File: src/rtl/day_loader_if.sv
// Load handshake between the day entry loader and the downstream day counter.
interface day_loader_if;
  localparam int unsigned VALUE_W = 7;

  logic               load_valid;
  logic               load_ready;
  logic [VALUE_W-1:0] load_value;

  modport master (output load_valid, output load_value, input load_ready);
  modport slave  (input load_valid, input load_value, output load_ready);
endinterface

File: src/rtl/day_loader.sv
// Debounced pushbutton loader: captures a two-digit BCD day from switches on a
// press, validates it, and offers the binary value over a valid/ready handshake.
module day_loader #(
  parameter int unsigned DEBOUNCE_CYCLES = 100000
) (
  input  logic               ADC_CLK_10,
  input  logic               reset,
  input  logic               key_n,
  input  logic [7:0]         sw,
  day_loader_if.master       load,
  output logic               err,
  output logic               busy
);
  localparam int unsigned CNT_W   = 20;
  localparam int unsigned VALUE_W = 7;

  typedef enum logic [1:0] {IDLE, CHECK, OFFER} state_t;

  logic             key_s1, key_s2;
  logic             stable;
  logic             press;
  logic [CNT_W-1:0] db_cnt;

  state_t             state, state_nxt;
  logic [7:0]         entry, entry_nxt;
  logic [VALUE_W-1:0] value_nxt;
  logic               err_nxt;
  logic               entry_ok_c;
  logic [VALUE_W-1:0] day_bin_c;

  // Two-flop synchronizer for the raw button.
  always_ff @(posedge ADC_CLK_10) begin
    if (!reset) begin
      key_s1 <= 1'b1;
      key_s2 <= 1'b1;
    end else begin
      key_s1 <= key_n;
      key_s2 <= key_s1;
    end
  end

  // Accept a new level only after it differs from the stable level for
  // DEBOUNCE_CYCLES consecutive cycles; a 1->0 acceptance is the press event.
  always_ff @(posedge ADC_CLK_10) begin
    if (!reset) begin
      stable <= 1'b1;
      db_cnt <= '0;
      press  <= 1'b0;
    end else begin
      press <= 1'b0;
      if (key_s2 == stable) begin
        db_cnt <= '0;
      end else if (db_cnt == CNT_W'(DEBOUNCE_CYCLES - 1)) begin
        stable <= key_s2;
        db_cnt <= '0;
        press  <= ~key_s2;
      end else begin
        db_cnt <= db_cnt + CNT_W'(1);
      end
    end
  end

  assign entry_ok_c = (entry[7:4] <= 4'd9) && (entry[3:0] <= 4'd9) && (entry != 8'h00);
  assign day_bin_c  = VALUE_W'(entry[7:4]) * VALUE_W'(10) + VALUE_W'(entry[3:0]);

  // Next-state and next-output logic.
  always_comb begin
    state_nxt = state;
    entry_nxt = entry;
    value_nxt = load.load_value;
    err_nxt   = err;
    case (state)
      IDLE: begin
        if (press) begin
          entry_nxt = sw;
          state_nxt = CHECK;
        end
      end
      CHECK: begin
        if (entry_ok_c) begin
          value_nxt = day_bin_c;
          err_nxt   = 1'b0;
          state_nxt = OFFER;
        end else begin
          err_nxt   = 1'b1;
          state_nxt = IDLE;
        end
      end
      OFFER: begin
        if (load.load_valid && load.load_ready) state_nxt = IDLE;
      end
      default: state_nxt = IDLE;
    endcase
  end

  // State and registered outputs; valid/busy track the next state so they
  // line up with the state register.
  always_ff @(posedge ADC_CLK_10) begin
    if (!reset) begin
      state           <= IDLE;
      entry           <= 8'h00;
      load.load_value <= '0;
      load.load_valid <= 1'b0;
      err             <= 1'b0;
      busy            <= 1'b0;
    end else begin
      state           <= state_nxt;
      entry           <= entry_nxt;
      load.load_value <= value_nxt;
      load.load_valid <= (state_nxt == OFFER);
      err             <= err_nxt;
      busy            <= (state_nxt != IDLE);
    end
  end
endmodule

File: src/flat_wrapper.sv
// flat-port wrapper written by rule: the top's interface ports become plain ports
module day_loader_flat 
#(
  parameter int unsigned DEBOUNCE_CYCLES = 100000
)
  (ADC_CLK_10, reset, key_n, sw, err, busy, load_load_valid, load_load_value, load_load_ready);
  day_loader_if load_i ();
  input  logic ADC_CLK_10;
  input  logic reset;
  input  logic key_n;
  input  logic [7:0] sw;
  output logic err;
  output logic busy;
  output wire logic [$bits(load_i.load_valid)-1:0] load_load_valid;
  output wire logic [$bits(load_i.load_value)-1:0] load_load_value;
  input wire logic [$bits(load_i.load_ready)-1:0] load_load_ready;
  assign load_load_valid = load_i.load_valid;
  assign load_load_value = load_i.load_value;
  assign load_i.load_ready = load_load_ready;
  day_loader #(.DEBOUNCE_CYCLES(DEBOUNCE_CYCLES)) u_core (.ADC_CLK_10(ADC_CLK_10), .reset(reset), .key_n(key_n), .sw(sw), .load(load_i), .err(err), .busy(busy));
endmodule
File: config.mk
export PLATFORM = sky130hd
export DESIGN_NAME = day_loader_flat
export DESIGN_NICKNAME = d
export VERILOG_FILES = /design/src/rtl/day_loader_if.sv /design/src/rtl/day_loader.sv /design/src/flat_wrapper.sv
export SDC_FILE = /design/constraint.sdc
export NUM_CORES = 1
export LEC_CHECK = 0
export CAP_MARGIN = 30
export CORE_MARGIN = 10
export CORE_UTILIZATION = 59
export CTS_CLUSTER_DIAMETER = 100
export CTS_CLUSTER_SIZE = 30
export DETAILED_ROUTE_END_ITERATION = 12
export PLACE_DENSITY = 0.83
export SLEW_MARGIN = 20
export SYNTH_ARGS = -nofsm -noshare
export SYNTH_HDL_FRONTEND = slang
export SYNTH_SLANG_ARGS = --single-unit
File: constraint.sdc
create_clock -name ADC_CLK_10 -period 2.88 [get_ports ADC_CLK_10]
set_input_delay 0.288 -clock ADC_CLK_10 [delete_from_list [all_inputs] [get_ports ADC_CLK_10]]
set_output_delay 0.288 -clock ADC_CLK_10 [all_outputs]
set_load 0.02 [all_outputs]
==> results of run 1 <==
-- registers in the layout, indices dropped and copies added, names as in the netlist --
signal and flops:
u_core.err 1, u_core.entry 8, u_core.key_s2 1, u_core.busy 1, u_core.load.load_value 7, u_core.load.load_valid 1
u_core.db_cnt 20, u_core.state 2, u_core.stable 1, u_core.press 1, u_core.key_s1 1
-- worst register-to-register path, stage by stage (launching register included) --
cell     delay, ns
dfxtp_1       0.46
ha_1          0.28
ha_1          0.22
fa_1          0.52
nand2_1       0.07
nor3_1        0.24
xnor2_1       0.10
o41ai_1       0.23
-- worst paths after layout --
kind | from | endpoint | slack [ns]
max | u_core.entry[5] | u_core.load.load_value[6] | 0.67
min | u_core.key_s1 | u_core.key_s2 | 0.43
max reg2reg | u_core.entry[5] | u_core.load.load_value[6] | 0.67
min reg2reg | u_core.key_s1 | u_core.key_s2 | 0.43
-- through the flow --
step	std cells	hold slack [ns]
after floorplan	232	0.386
final	302	0.431
after detailed placement	296	0.409
after global placement	296	0.393
after global routing	302	0.447
after CTS	302	0.437
-- report_power, final --
group	internal [uW]	switching, uW	total (uW)
Clock	174	186	360
Combinational	17.6	12.1	29.7
Sequential	610	1.06	611
Total	802	199	1000
-- Yosys cell counts, types with 3 or more instances --
library cell and count:
dfxtp_1 44, xor2_1 6, nor3_1 5, inv_1 8
mux2i_1 4, ha_1 7, o21a_1 3, nand4_1 4
xnor2_1 14, nor4_1 8, and3_1 4, nand3_1 9
nand2_1 29, a21oi_1 13, nor2_1 33, clkbuf_1 4
a211oi_1 4, o21ai_0 9
-- routing by layer --
metal	global-route usage, %	vias up
met4	7.53	0
met2	24.7	40
met5	0	-
li1	-	853
met1	15.1	773
met3	3.49	10
-- kinds of logic (layout without fill, tap and decap cells) --
| kind of cell | after synthesis | count (layout) | share of synthesized area (%) |
|---|---|---|---|
| AOI/OAI and AO/OA | 35 | 35 | 10.6 |
| xor gates and xnor gates | 20 | 20 | 8.59 |
| adders and majority gates | 9 | 9 | 6.26 |
| muxes | 4 | 4 | 1.96 |
| DFF | 44 | 44 | 43.2 |
| buffers and inverters | 15 | 39 | 2.88 |
| and+or+nand+nor | 105 | 105 | 26.5 |
-- cell type report --
| type | count | area [um^2] |
|---|---|---|
| Fill cell | 284 | 965 |
| Timing Repair Buffer | 24 | 233 |
| Inverter | 9 | 33.8 |
| Sequential cell | 44 | 881 |
| Tap cell | 46 | 57.6 |
| Clock inverter | 1 | 30.0 |
| Multi-Input combinational cell | 173 | 1100 |
| Clock buffer | 5 | 37.5 |
==> impl_metrics.tcl, run 1 <==
set metrics [dict create \
    cts_htree_levels 2 \
    ctsRootBufferMaster "clkbuf_4" \
    period_share_pct 76.8 \
    ir_drop_mv 0.344 \
    r2r_cells 7 \
    crit_required_ns 3.14 \
    critPathBufInv 0 \
    synthFlopType "dfxtp_1" \
    cts_made_buffers 5 \
    yosysTopAreaCell "dfxtp_1" \
    finClkSkew_ns 0.00879 \
    viasPerCell 5.55 \
    grt-ovfl-total 0 \
    whs_path_depth 1 \
    routabilityCongestion 0.969 \
    drtIter0Drc 77 \
    setup_ws_ns 0.669 \
    yosys_register_bits 44 \
    dieArea_um2 6210 \
    syn-num-nets 253 \
    path_clk_slew_ns 0.12 \
    synthToLayoutAreaGrowth_pct 16.3 \
    hold_buffers 0 \
    nets 278 \
    crit_fanout 6 \
    path_cells "ha_1 > ha_1 > fa_1 > nand2_1 > nor3_1 > xnor2_1 > o41ai_1" \
    status "completed" \
    pre_cts_slack_ns 0.719 \
    ioPinCount 22 \
    top_layer "met4" \
    hpwlAfterDp_mm 3.07 \
    p_per_area_nw_per_um2 422 \
    layout_common_cells "dfxtp_1 (44), nor2_1 (33), nand2_1 (29), clkdlybuf4s50_1 (21), xnor2_1 (14)" \
    crit_family "adder cells" \
    end_kind "register" \
    p_leak_uw 0.000796 \
    vias 1676 \
    crit_path_start_kind "register" \
    path_depth 7 \
    worstSetupPathType "reg -> reg" \
    worstMarginPinSlew_ns 0.577 \
    yosysTopAreaCellShare_pct 43.2 \
    cts_sinks 44 \
    die_w_um 78.8 \
    synthArstFlopShare_pct 0 \
    final_area_um2 2370 \
    synthCells 232 \
    rows 21 \
    wl_met1_mm 1.82 \
    cts_tree "done" \
    postCtsSetupBuffers 0 \
    drc 0 \
    final_common_cell "dfxtp_1" \
    synth.area.top_cells "dfxtp_1 (43%), nor2_1 (6.1%), xnor2_1 (6.0%)" \
    clockBufferDepth 2 \
    start_util_pct 61.1 \
    dpl_cell_area_um2 2300 \
    synth.distinct_cells 36 \
    crit_top_cell "ha_1" \
    slowest_stage "fa_1" \
    hold_class "reg -> reg" \
    drv_cap 0 \
    slowest_delay_ns 0.52 \
    clock.fmax_mhz 452 \
    met2_length_mm 2.04 \
    relSlewSlack_pct 61.4 \
    portBuffers 21 \
    setup_tns_ns 0 \
    fin_crit_ns 2.21 \
    clock_latency_ns 0.35 \
    core_um2 3340 \
    worstPathArrival_ns 2.47 \
    drive_gt1_share_pct 5.47 \
    syn_avg_cell_area_um2 8.79 \
    finalHoldViolCount 0 \
    synth-seq-area-share_pct 43.2 \
    wl_per_cell_um 13.6 \
    die_y_um 78.8 \
    antenna_left 0 \
    yosysWarnings 0 \
    utilization_pct 71.1 \
    rsz0062_at_grt "false" \
    grt_max_degree 19 \
    grt_usage_pct 14.0 \
    antenna_found_initial 0 \
    dr_wl_met3_um 166 \
    diodes 0 \
    synth_edf_count 0 \
    grt_pass1_wl_mm 7.20 \
    setup_viol 0 \
    drv_slew 0 \
    total_power_uw 1000 \
    drt_first_pass_iters 5 \
    cts-resized-gates 0 \
    drt_wl_total_mm 4.11 \
    grt_pass1_vias 1652 \
    syn_area_um2 2040 \
]
Power figures use the tool's default switching activity.
==> inputs of run 2 (changes only) <==
CORE_UTILIZATION = 50   (was 59)
PLACE_DENSITY = 0.75   (was 0.83)
clock period = 1.9 ns   (was 2.88 ns; I/O delays follow)
==> run 2 against run 1 <==
  * Die area rose by 13%
  * Cell area rose by 7.4%
  * Critical path type unchanged
  * Final cell count rose by 5.6%
  * Power rose by 72%
  * Fmax rose by 18%
  * Combinational power rose by 60%
  * Global-route usage fell by 1.4 points
  * Worst setup slack got worse by 0.65 ns
  * Clock skew fell by 0.0022 ns
==> impl_metrics.tcl, run 2 (synthesis gave the netlist of run 1 again) <==
set metrics [dict create \
    setup_tns_ns 0 \
    worstPathArrival_ns 2.07 \
    reg2reg_from "u_core.entry[5]" \
    regArea_um2 883 \
    diodes 0 \
    hold_path_end "u_core.key_s2" \
    intPower_uw 1380 \
    cts_tree "done" \
    status "completed" \
    dieArea_um2 7030 \
    fin_crit_ns 1.88 \
    postCtsSetupBuffers 0 \
    crit_path_start_kind "register" \
    worstMarginPinSlew_ns 0.377 \
    grt-ovfl-total 0 \
    busiest_layer "met2" \
    r2r_setup_slack_ns 0.02 \
    clock_latency_ns 0.29 \
    core_um2 3970 \
    crit_family "adder cells" \
    hpwlAfterDp_mm 3.33 \
    relSlewSlack_pct 74.7 \
    final_area_um2 2550 \
    crit_fanout 2 \
    r2r-end "u_core.load.load_value[6]" \
    viasPerCell 5.42 \
    seq_power_share_pct 53.7 \
    hold_path.startpoint "u_core.key_s1" \
    drc 0 \
    largest_reg_flops 20 \
    wl_per_cell_um 13.8 \
    finClkSkew_ns 0.00657 \
    critPathBufInv 0 \
    grt_max_degree 17 \
    largestRegisters "u_core.db_cnt x20, u_core.entry x8, u_core.load.load_value x7" \
    met2_usage_pct 19.9 \
    ir_drop_mv 0.534 \
    die_w_um 83.9 \
    grt_pass1_wl_mm 7.51 \
    portBuffers 21 \
    p_clk_share_pct 43.5 \
    rsz0062_at_grt "true" \
    clockBufferDepth 2 \
    grt_pass1_vias 1672 \
    final_common_cell "dfxtp_1" \
    hold_class "reg -> reg" \
    drt_first_pass_iters 4 \
    fillers 339 \
    cts_sinks 44 \
    cts_htree_levels 2 \
    cts_made_buffers 5 \
    top_register "u_core.db_cnt" \
    drt_wl_total_mm 4.39 \
    dpl_cell_area_um2 2400 \
    grt_usage_pct 12.6 \
    ctsRootBufferMaster "clkbuf_8" \
    clock.fmax_mhz 532 \
    switching_share_pct 19.7 \
    grt_use_met3_pct 3.52 \
    holdWs_ns 0.421 \
    rows 23 \
    slowest_delay_ns 0.52 \
    synthToLayoutAreaGrowth_pct 25.0 \
    p_sw_uw 339 \
    setup_viol 0 \
    end_kind "register" \
    die_y_um 83.9 \
    hold_buffers 0 \
    drv_slew 0 \
    period_share_pct 99.0 \
    p_leak_uw 0.000867 \
    antenna_left 0 \
    crit_top_cell "ha_4" \
    drtIter0Drc 71 \
    slowest_stage "fa_1" \
    start_util_pct 51.4 \
    multiInputGateArea_um2 1130 \
    r2r_cells 7 \
    power_frac_comb_pct 2.8 \
    routabilityCongestion 0.838 \
    met1_usage_pct 15.6 \
    ioPinCount 22 \
    finalHoldViolCount 0 \
    antenna_found_initial 0 \
    drv_cap 0 \
    worstSetupPathType "reg -> reg" \
    nets 289 \
    crit_required_ns 2.09 \
    path_clk_slew_ns 0.08 \
    path_cells "ha_4 > ha_4 > fa_1 > nand2_1 > nor3_2 > xnor2_1 > o41ai_1" \
    vias 1728 \
    whs_path_depth 1 \
    layout_common_cells "dfxtp_1 (42), nor2_1 (33), nand2_1 (29), clkdlybuf4s50_1 (21)" \
    drive_gt1_share_pct 12.3 \
    p_per_area_nw_per_um2 675 \
]
==> run 2: per-stage QoR <==
stage,util (%),total power [uW],worst slack [ns],cells
2_1_floorplan,-,962,0.00198,232
3_5_place_dp,60.4,994,-0.0462,311
3_3_place_gp,60.4,994,0.0294,311
6_report,64.2,1720,0.0199,319
4_1_cts,63.9,1740,0.00829,319
5_1_grt,64.2,1780,-0.122,319
==> run 2: timing repair <==
| item | CTS | global route |
|---|---|---|
| endpoints found under the setup margin | 1 | 2 |
| cloned | 0 | 0 |
| gates resized for setup | 3 | 2 |
| pin swaps | 0 | 1 |
==> run 2: worst max-delay path by stage <==
stage,startpoint,endpoint,slack [ns],depth (start not counted)
detailed placement,u_core.entry[5],u_core.load.load_value[6],-0.05,7
CTS,u_core.entry[5],u_core.load.load_value[6],0.008,7
finish,u_core.entry[5],u_core.load.load_value[6],0.02,7
global placement,u_core.entry[5],u_core.load.load_value[6],0.03,7
global route,u_core.entry[5],u_core.load.load_value[6],-0.12,7
floorplan,u_core.entry[5],u_core.load.load_value[6],0.002,7
==> run 2: area by class of cell <==
cell class	instances	area share [%]
sequential	44	34.7
clock inverter	2	1.52
multi-input combinational	173	44.4
inverter	9	1.33
clock buffer	6	3.24
tap	50	2.45
timing repair buffer	35	12.4
==> run 2: power by group through the flow <==
stage | Clock [uW] | Sequential, uW | Combinational (uW)
3_5_place_dp | 0 | 947 | 47.5
2_1_floorplan | 0 | 947 | 15.1
3_3_place_gp | 0 | 947 | 47.5
6_report | 749 | 925 | 47.5
4_1_cts | 765 | 925 | 47.7
5_1_grt | 798 | 925 | 52.0
==> run 2: worst reg2reg max path, delay by kind of cell, from the launching register on <==
kind / cells / cell delay, ns
flip-flops: 1 / 0.34
AO/OA/AOI/OAI: 1 / 0.22
adder cells (fa/ha/maj): 3 / 0.91
AND/OR/NAND/NOR: 2 / 0.21
XOR/XNOR: 1 / 0.10
==> run 2: metal layers <==
metal / part of all wire [%] / vias to the layer above / wire length [um]
li1: - / 882 / -
met1: 48 / 799 / 2090
met2: 47 / 45 / 2050
met3: 5.4 / 2 / 238
met4: 0.18 / 0 / 8
met5: 0 / - / 0
==> edit 1, RTL diff (config.mk and constraints of run 2) <==
`CNT_W`: 20 -> 30.
--- a/src/rtl/day_loader.sv
+++ b/src/rtl/day_loader.sv
@@ -13,3 +13,3 @@
 );
-  localparam int unsigned CNT_W   = 20;
+  localparam int unsigned CNT_W   = 30;
   localparam int unsigned VALUE_W = 7;
Check against the original RTL: same outputs for any inputs over 10 cycles, from zero or initial values and one cycle with reset low; that may be too few to reach the edited logic, so the function may still have changed.
==> edit 1 against run 2 <==
The flow now finishes with violations (setup timing); die area rose by 19%; highest routed layer unchanged; setup slack got worse by 33 ps; critical path type unchanged; power rose by 15%; non-clock buffer count rose by 8; clock skew rose by 2.5 ps; design area rose by 24%; sequential cell count rose by 10; critical path depth did not move; routed wire length rose by 28%; count of clock-buffer cells in the layout rose by 1; synthesized area rose by 26%; largest power group unchanged.
==> edit 1: results <==
{
  "cts_max_level": 2,
  "drt_iter0_markers": 97,
  "syn_nets": 309,
  "drt_pass1_iterations": 4,
  "violations": "setup timing",
  "fillers": 421,
  "dpl_cell_area_um2": 3000,
  "grt_pass1_vias": 2228,
  "via_per_inst": 5.62,
  "track_usage_pct": 14.0,
  "status": "complete, but fails checks",
  "grt_max_degree": 20,
  "setup_viol": 1,
  "hp-class": "flop to flop",
  "io_buffer_count": 21,
  "layout_setup_ws_ps": -13.2,
  "critPathMaxStageDelay_ps": 490,
  "yosys-top-cells-count": "dfxtp_1 (54), nor2_1 (29), a21oi_1 (22)",
  "worstPathArrival_ps": 2110,
  "power_leakage_nw": 1.07,
  "seq_area_frac_synth_pct": 42.2,
  "wirelength_um": 5610,
  "synth.distinct_cells": 41,
  "layout.nets": 347,
  "largest_registers": "u_core.db_cnt: 30 flops, u_core.entry: 8 flops, u_core.load.load_value: 7 flops",
  "ir_drop_mv": 0.448,
  "slew-limit-headroom_pct": 59.6,
  "place.gp.congestion": 0.876,
  "grt_pass1_wl_um": 10000,
  "ys_top_cells_by_area": "dfxtp_1 (42%), xor2_1 (4.8%), a21oi_1 (4.3%)",
  "crit_path_max_fanout": 5,
  "clk_pin_slew_worst_paths_ps": 100,
  "hpwl_um": 4150,
  "layout-drive-gt1-share_pct": 15.6
}
## edit 1: stage by stage
stage          utilization (%)  power (mW)  setup WS, ps  TNS, ps  cells
3_3_place_gp              61.9        1.21         -1.35    -1.35    384
3_5_place_dp              61.9        1.21         -31.1    -56.5    384
2_1_floorplan                -        1.18         -16.0    -16.0    288
5_1_grt                   65.1        2.04         -98.4    -98.4    394
4_1_cts                   64.7        1.99         -17.1    -17.1    394
6_report                  65.1        1.97         -13.2    -13.2    394
## edit 1: path summary, 6_finish.rpt
kind	end	slack, ps	depth (start not counted)	start
worst max register to register	u_core.load.load_value[6]$_SDFFE_PN0P_	-10	7	u_core.entry[7]$_SDFFE_PN0P_
worst min-delay path	u_core.key_s2$_SDFF_PN1_	420	1	u_core.key_s1$_SDFF_PN1_
worst max-delay path	u_core.load.load_value[6]$_SDFFE_PN0P_	-10	7	u_core.entry[7]$_SDFFE_PN0P_
worst min register to register	u_core.key_s2$_SDFF_PN1_	420	1	u_core.key_s1$_SDFF_PN1_
## edit 1: cells by family after synthesis
group / share of synthesized area (%)
xor+xnor: 6.15
simple gates: 26.0
compound gates: 14.4
mux: 2.73
fa+ha+maj: 4.98
buf+inv: 3.56
flops: 42.2
## edit 1: per-layer routing
layer / wire [µm] / global-route usage [%]
met5: 0 / 0
met3: 206 / 2.72
met2: 2690 / 23.3
met1: 2670 / 17.5
met4: 34 / 4.57
## edit 1: final cells by class
class | count | area [µm²] | area share [%]
multi-input combinational | 213 | 1440 | 45.7
clock buffer | 7 | 86.3 | 2.74
clock inverter | 1 | 30.0 | 0.952
timing repair buffer | 43 | 388 | 12.3
tap | 67 | 83.8 | 2.66
inverter | 9 | 33.8 | 1.07
sequential | 54 | 1090 | 34.5
## edit 1: worst max-delay path, delay by kind of cell, from the launching register on
kind	cells	cell delay (ps)
DFF	1	370
AOI/OAI and AO/OA	2	150
and+or+nand+nor	2	400
adders and majority gates	3	880
## edit 1: timing repair
item / CTS / global route
pin swaps: 3 / 2
endpoints found under the setup margin: 5 / 10
setup buffers: 2 / 0
resized for setup: 3 / 5
## edit 1: report_power, final
group | switching, mW | leakage [nW] | internal [mW]
clock | 0.361 | 0.0585 | 0.430
combinational | 0.0209 | 0.578 | 0.0297
sequential | 0.00131 | 0.438 | 1.13
==> edit 2, RTL diff (config.mk and constraints of run 2) <==
Without the edit above. Register the inputs `key_n` and `sw` before use. The logic sees them one clock later. The other inputs are not delayed to match.
--- a/src/rtl/day_loader.sv
+++ b/src/rtl/day_loader.sv
@@ -17,2 +17,10 @@
   typedef enum logic [1:0] {IDLE, CHECK, OFFER} state_t;
+
+  logic key_n_q;
+  logic [7:0] sw_q;
+
+  always_ff @(posedge ADC_CLK_10) begin
+    key_n_q <= key_n;
+    sw_q    <= sw;
+  end
 
@@ -36,3 +44,3 @@
     end else begin
-      key_s1 <= key_n;
+      key_s1 <= key_n_q;
       key_s2 <= key_s1;
@@ -74,3 +82,3 @@
         if (press) begin
-          entry_nxt = sw;
+          entry_nxt = sw_q;
           state_nxt = CHECK;
Formal check against the unedited RTL: same outputs for any inputs over 10 cycles, from zero or initial values and one cycle with reset low; that may be too few to reach the edited logic, so the function may still have changed.
==> edit 2 against run 2 <==
Critical path type unchanged; sequential power grew 22%; setup slack improved by 76 ps; non-clock buffer count unchanged; sequential share of layout area up 4.3 points; synthesized area up 9.9%; largest power group unchanged; routed wire length grew 0.82%; critical endpoint unchanged; synthesized cell count increased by 4.3%; sequential cell count up 9; power grew 5.2%; design area is 7.3% higher; via count up 2.1%; core utilization is 1.4 points lower.
==> edit 2: results <==
{
  "status": "finished, final reports clean",
  "hpwl_um": 3240,
  "critPathMaxStageDelay_ps": 490,
  "holdWs_ps": 321,
  "track_usage_pct": 12.0,
  "holdCritStartpoint": "sw[3]",
  "drt_iter0_markers": 76,
  "yosys-top-cells-count": "dfxtp_1 (53), nor2_1 (29), nand2_1 (26)",
  "dpl_cell_area_um2": 2600,
  "seq_area_frac_synth_pct": 47.3,
  "avgSynthCellArea_um2": 9.26,
  "power_leakage_nw": 0.994,
  "clk_pin_slew_worst_paths_ps": 100,
  "synth_compound_area_share_pct": 10.7,
  "multi_input_area_um2": 1160,
  "synth.distinct_cells": 39,
  "wirelength_um": 4420,
  "dr_total_vias": 1764,
  "grt_max_degree": 18,
  "synth-adder-area-share_pct": 5.70,
  "layout.nets": 300,
  "netlist_area_um2": 2240,
  "ir_drop_mv": 0.529,
  "clock_cell_area_share_pct": 3.29,
  "routedWlPerCell_um": 13.3,
  "place.gp.congestion": 0.885
}
-- edit 2: metal layers --
layer | track usage [%] | vias up | wire length (µm)
met2 | 16.9 | 37 | 1940
met3 | 3.46 | 4 | 219
met5 | 0 | - | 0
li1 | - | 911 | -
met4 | 4.71 | 0 | 68
met1 | 16.5 | 812 | 2200
-- edit 2: cell families after synthesis --
family | after synthesis
adders and majority gates | 9
and+or+nand+nor | 105
buffers and inverters | 16
muxes | 3
DFF | 53
xor gates and xnor gates | 20
AOI/OAI and AO/OA | 36
-- edit 2: repair_timing --
action	in CTS	in global routing
pin swaps	0	1
setup buffers	0	0
resized for setup	0	8
endpoints found under the setup margin	1	3
-- edit 2: power by group through the flow --
stage / registers (mW) / logic [mW] / clock network, mW
after detailed placement: 1.15 / 0.0457 / 0
after CTS: 1.13 / 0.0461 / 0.653
final: 1.13 / 0.0462 / 0.637
after floorplan: 1.15 / 0.0143 / 0
after global routing: 1.13 / 0.0499 / 0.709
after global placement: 1.15 / 0.0458 / 0
